**src/rtl/store_buf_pkg.sv**
```systemverilog
// Shared definitions for the store write buffer.
// Holds the default geometry, the buffer entry type and a helper that strips
// the byte-offset bits from an address (all stores and loads are whole words).
package store_buf_pkg;

    localparam int SB_DEPTH = 4;
    localparam int SB_AW    = 32;
    localparam int SB_DW    = 32;

    // One buffered store. addr holds only the word address; bits [1:0] are
    // implied zero.
    typedef struct packed {
        logic                 valid;
        logic [SB_AW-1:2]     addr;
        logic [SB_DW-1:0]     data;
    } sb_entry_t;

    function automatic logic [SB_AW-1:2] word_addr(input logic [SB_AW-1:0] byte_addr);
        return byte_addr[SB_AW-1:2];
    endfunction

endpackage

```
**src/rtl/sb_fwd_match.sv**
```systemverilog
// Store-to-load forwarding lookup.
// Compares a load word address against every valid buffered store and returns
// the data of the youngest match. Age order is recovered by walking backwards
// from the most recently written slot (wr_ptr-1).
// Ports:
//   entries  in   buffered store array
//   wr_ptr   in   next slot to be written
//   ld_req   in   load lookup qualifier
//   ld_addr  in   load byte address (bits [1:0] ignored)
//   hit      out  a valid entry matches
//   data     out  youngest matching entry data, 0 on miss
module sb_fwd_match
    import store_buf_pkg::*;
#(
    parameter int DEPTH = SB_DEPTH,
    parameter int PW    = $clog2(DEPTH)
) (
    input  sb_entry_t            entries [DEPTH],
    input  logic [PW-1:0]        wr_ptr,
    input  logic                 ld_req,
    input  logic [SB_AW-1:0]     ld_addr,
    output logic                 hit,
    output logic [SB_DW-1:0]     data
);

    logic [PW-1:0]    idx;
    logic [SB_AW-1:2] key;

    always_comb begin
        hit  = 1'b0;
        data = '0;
        idx  = '0;
        key  = word_addr(ld_addr);
        // i = 0 is the youngest slot; the first match found wins.
        for (int i = 0; i < DEPTH; i++) begin
            idx = wr_ptr - PW'(i + 1);
            if (!hit && ld_req && entries[idx].valid && entries[idx].addr == key) begin
                hit  = 1'b1;
                data = entries[idx].data;
            end
        end
    end

endmodule

```
**src/rtl/store_write_buffer.sv**
```systemverilog
// Posted-write buffer between the store path and data memory.
// Stores are queued in order and drained to memory one per acknowledged cycle;
// loads see the youngest buffered value for their address combinationally.
//
// Handshakes: a store transfers on a rising edge where st_valid && st_ready;
// the source holds st_addr/st_data until then. A memory write transfers on a
// rising edge where mem_we && mem_ack; mem_addr/mem_wdata stay stable until
// then. mem_ack with mem_we low has no effect.
//
// Ports:
//   clk, rst_n                   clock, async active-low reset
//   st_valid/st_ready/st_addr/st_data   store input
//   ld_req/ld_addr/ld_hit/ld_data       forwarding lookup
//   mem_we/mem_addr/mem_wdata/mem_ack   memory write port
//   full/empty/count             occupancy status
module store_write_buffer
    import store_buf_pkg::*;
#(
    parameter int DEPTH = SB_DEPTH,
    parameter int AW    = SB_AW,
    parameter int DW    = SB_DW
) (
    input  logic                     clk,
    input  logic                     rst_n,
    input  logic                     st_valid,
    output logic                     st_ready,
    input  logic [AW-1:0]            st_addr,
    input  logic [DW-1:0]            st_data,
    input  logic                     ld_req,
    input  logic [AW-1:0]            ld_addr,
    output logic                     ld_hit,
    output logic [DW-1:0]            ld_data,
    output logic                     mem_we,
    output logic [AW-1:0]            mem_addr,
    output logic [DW-1:0]            mem_wdata,
    input  logic                     mem_ack,
    output logic                     full,
    output logic                     empty,
    output logic [$clog2(DEPTH):0]   count
);

    localparam int PW = $clog2(DEPTH);
    localparam int CW = PW + 1;

    sb_entry_t      entries [DEPTH];
    logic [PW-1:0]  wr_ptr;
    logic [PW-1:0]  rd_ptr;
    logic [CW-1:0]  count_q;
    logic           push;
    logic           pop;

    // Occupancy comes from the counter alone, so wr_ptr == rd_ptr never has
    // to be disambiguated.
    assign full     = (count_q == CW'(DEPTH));
    assign empty    = (count_q == '0);
    assign count    = count_q;
    assign st_ready = !full;
    assign mem_we   = !empty;

    assign push = st_valid && st_ready;
    assign pop  = mem_we && mem_ack;

    // Head entry is cleared by reset, so these read as zero while in reset.
    assign mem_addr  = {entries[rd_ptr].addr, 2'b00};
    assign mem_wdata = entries[rd_ptr].data;

    // push and pop never target the same slot: wr_ptr == rd_ptr only when
    // empty (no pop) or full (no push).
    always_ff @(posedge clk or negedge rst_n) begin
        if (!rst_n) begin
            for (int i = 0; i < DEPTH; i++) begin
                entries[i] <= '0;
            end
            wr_ptr  <= '0;
            rd_ptr  <= '0;
            count_q <= '0;
        end else begin
            if (push) begin
                entries[wr_ptr] <= '{valid: 1'b1, addr: word_addr(st_addr), data: st_data};
                wr_ptr          <= wr_ptr + 1'b1;
            end
            if (pop) begin
                entries[rd_ptr].valid <= 1'b0;
                rd_ptr                <= rd_ptr + 1'b1;
            end
            count_q <= count_q + CW'(push) - CW'(pop);
        end
    end

    sb_fwd_match #(
        .DEPTH (DEPTH)
    ) u_fwd (
        .entries (entries),
        .wr_ptr  (wr_ptr),
        .ld_req  (ld_req),
        .ld_addr (ld_addr),
        .hit     (ld_hit),
        .data    (ld_data)
    );

endmodule

```
**config.mk**
```make
export PLATFORM = sky130hd
export DESIGN_NAME = store_write_buffer
export DESIGN_NICKNAME = d
export VERILOG_FILES = /design/src/rtl/store_buf_pkg.sv /design/src/rtl/sb_fwd_match.sv /design/src/rtl/store_write_buffer.sv
export SDC_FILE = /design/constraint.sdc
export NUM_CORES = 1
export LEC_CHECK = 0
export CAP_MARGIN = 0
export CORE_UTILIZATION = 60
export CTS_CLUSTER_SIZE = 25
export DETAILED_ROUTE_END_ITERATION = 16
export PLACE_DENSITY = 0.84
export SETUP_SLACK_MARGIN = 0.05
export SKIP_LAST_GASP = 1
export SYNTH_ARGS = -nofsm -noshare
export SYNTH_HDL_FRONTEND = slang
export SYNTH_SLANG_ARGS = --single-unit
```
**constraint.sdc**
```tcl
create_clock -name clk -period 12.2 [get_ports clk]
set_input_delay 2.44 -clock clk [delete_from_list [all_inputs] [get_ports clk]]
set_output_delay 2.44 -clock clk [all_outputs]
set_load 0.01 [all_outputs]
```
==> results.sh <==
export IMPL_tightestPinTransition_ns=1.20
export IMPL_max_slew_margin_rel_pct=20.2
export IMPL_p_per_area_nw_per_um2=341
export IMPL_crit_type="register to primary output"
export IMPL_h_tree_depth=1
export IMPL_hold_viol=0
export IMPL_grt_pass1_wl_um=92700
export IMPL_peakVddDrop_mv=0.376
export IMPL_vias=15800
export IMPL_grt_max_degree=173
export IMPL_critical_path_max_stage_delay_ns=0.99
export IMPL_cp_cell_sequence="buf_12, buf_4, mux4_2, xnor2_1, nand2_1, or4_1, buf_4, nor2_1, nand2_2, o211ai_2, buf_4, o32ai_1, clkdlybuf4s50_1"
export IMPL_cts_tree="yes"
export IMPL_cts_root_buffer="clkbuf_16"
export IMPL_skew_ns=0.0116
export IMPL_critPathArrivalTime_ns=7.64
export IMPL_yosysUniqueCellTypes=63
export IMPL_grt_pass1_vias=15800
export IMPL_final_nets=1825
export IMPL_drt_iter0_markers=2130
export IMPL_endpoint_kind="primary output"
export IMPL_clkLatencyLatePin_ns=0.58
export IMPL_final_max_slew_viol_count=0
export IMPL_crit_top_cell="buf_4"
export IMPL_first_pass_iters=7
export IMPL_rsz0062_at_grt="no"
export IMPL_ys_async_sr_fraction_pct=100
export IMPL_synth_seq_area_share_pct=32.0
export IMPL_setup_ws_ns=2.12
export IMPL_netlist_instances=1624
export IMPL_drive_gt1_share_pct=33.4
export IMPL_cpMaxStageDelayCell="buf_4"
export IMPL_cts_hold_buf=0
export IMPL_status="finished clean"
export IMPL_start_util_pct=61.6
export IMPL_leakage_nw=8.77
export IMPL_avgRoutedWirePerCell_um=27.3
export IMPL_layout_min_cycle_time_ns=10.08
export IMPL_io_pins=205
export IMPL_p_total_mw=7.91
export IMPL_fmax_mhz=99.2
export IMPL_worstPathMaxFanout=172
export IMPL_stdcell_area_um2=23200
export IMPL_cts_setup_buffers=0
export IMPL_setup_viol=0
export IMPL_place_ws_ns=2.49
export IMPL_die_h_um=186
export IMPL_synth_seq_cells=259
export IMPL_cts_sinks=259
export IMPL_cts_inserted_buffers=29
export IMPL_clockBufferDepth=3
export IMPL_hpwl_um=37900
export IMPL_path_clk_slew_ns=0.06
export IMPL_synth_top_area_share_pct=32.0
export IMPL_syn_mean_instance_area_um2=12.5
export IMPL_hold_ws_ns=0.519
export IMPL_synth_commonest_cells="297 x mux2_2, 259 x dfrtp_1, 197 x mux4_2"
export IMPL_synth_enable_flop_cells=0
export IMPL_ant_nets=0
export IMPL_core_area_um2=32900
export IMPL_yosys_warnings=0
export IMPL_nFillCells=2312
export IMPL_final_seq_area_um2=6500
export IMPL_syn_cell_area_um2=20200
export IMPL_synth_area_leader_cell="dfrtp_1"
export IMPL_drc=0
export IMPL_hold_path_class="register to register"
export IMPL_period_share_pct=82.6
export IMPL_fp_row_count=66
export IMPL_path_buf_inv=5
export IMPL_cap_violations=0
export IMPL_port_buffer_count=198
export IMPL_synthTopCellsByArea="dfrtp_1 32%, mux4_2 22%, mux2_2 17%"
export IMPL_totalWireLength_um=59600
export IMPL_placed_area_um2=22200
export IMPL_syn2layout_area_growth_pct=14.5
export IMPL_critPathLaunchType="register"
export IMPL_place_congestion=0.985
export IMPL_antenna_found_initial=4
export IMPL_cts_resized=0
export IMPL_finalSetupTns_ns=0
export IMPL_viasPerCell=7.27
export IMPL_cp_top_family="buffers and inverters"
export IMPL_overflow=0
export IMPL_yosysMostFrequentCell="mux2_2"
export IMPL_fp_dieW_um=186
export IMPL_required_ns=9.76
export IMPL_dieArea_um2=34500
export IMPL_groute_usage_overall_pct=35.2
export IMPL_synth_main_ff_cell="dfrtp_1"
export IMPL_multi_input_area_um2=12900
layer usage:
metal,part of all wire [%],GRT usage [%]
met1,39,48.7
met2,47,56.0
met3,10,6.07
met4,3.9,13.1
met5,0.018,0
per-stage QoR:
| stage | utilization (%) | std cells |
|---|---|---|
| floorplan | - | 1625 |
| global placement | 67.5 | 2124 |
| detailed placement | 67.5 | 2124 |
| CTS | 70.5 | 2176 |
| global route | 70.5 | 2177 |
| finish | 70.5 | 2179 |
cells by family (layout without fill, tap and decap cells):
group,Yosys count,count (layout),synth area share [%]
compound gates,226,226,8.58
xor+xnor,99,99,4.29
fa+ha+maj,11,11,0.717
buf+inv,185,294,4.49
flops,259,259,32.0
mux,611,611,44.3
other cells,1,5,0.0185
simple gates,232,232,5.60
power breakdown:
part	switching, mW	internal [mW]	total, mW
Clock	0.367	0.528	0.895
Sequential	0.687	1.31	2.00
Combinational	2.25	2.77	5.01
Total	3.30	4.60	7.91
worst paths after layout:
check                                from    endpoint  slack, ns  cells after the start
worst max-delay path            wr_ptr[0]  ld_data[3]       2.12                     13
worst min register to register   count[2]    count[2]       0.52                      1
min in group asynchronous           rst_n   async pin       1.88                      1
max in group asynchronous           rst_n   wr_ptr[0]       7.87                      3
worst min-delay path             count[2]    count[2]       0.52                      1
worst max register to register  wr_ptr[0]    register       8.90                      4
cell type report:
cell class                      instances  area share [%]
Antenna cell                            3          0.0324
Timing Repair Buffer                  220            9.34
Clock inverter                          9           0.502
Multi-Input combinational cell       1181            55.6
Clock buffer                           43            3.70
Inverter                               22           0.356
Sequential cell                       259            28.0
Tap cell                              442            2.39
layout by cell type, fill, tap and decap left out, types with 34 or more instances in the layout:
| master | synthesis | routed |
|---|---|---|
| mux2_2 | 297 | 297 |
| dfrtp_1 | 259 | 255 |
| mux4_2 | 197 | 197 |
| clkdlybuf4s50_1 | 0 | 197 |
| mux2i_1 | 116 | 116 |
| nor2_1 | 106 | 106 |
| xnor2_1 | 70 | 70 |
| a21oi_1 | 49 | 49 |
| a221oi_1 | 37 | 37 |
| a2111oi_0 | 34 | 34 |
worst register-to-register path, stage by stage, from the launching register on:
cell     delay (ns)
dfrtp_4        0.74
buf_12         0.77
ha_1           0.41
nand2_4        0.65
mux2_2         0.61
(Power assumes the default switching activity.)
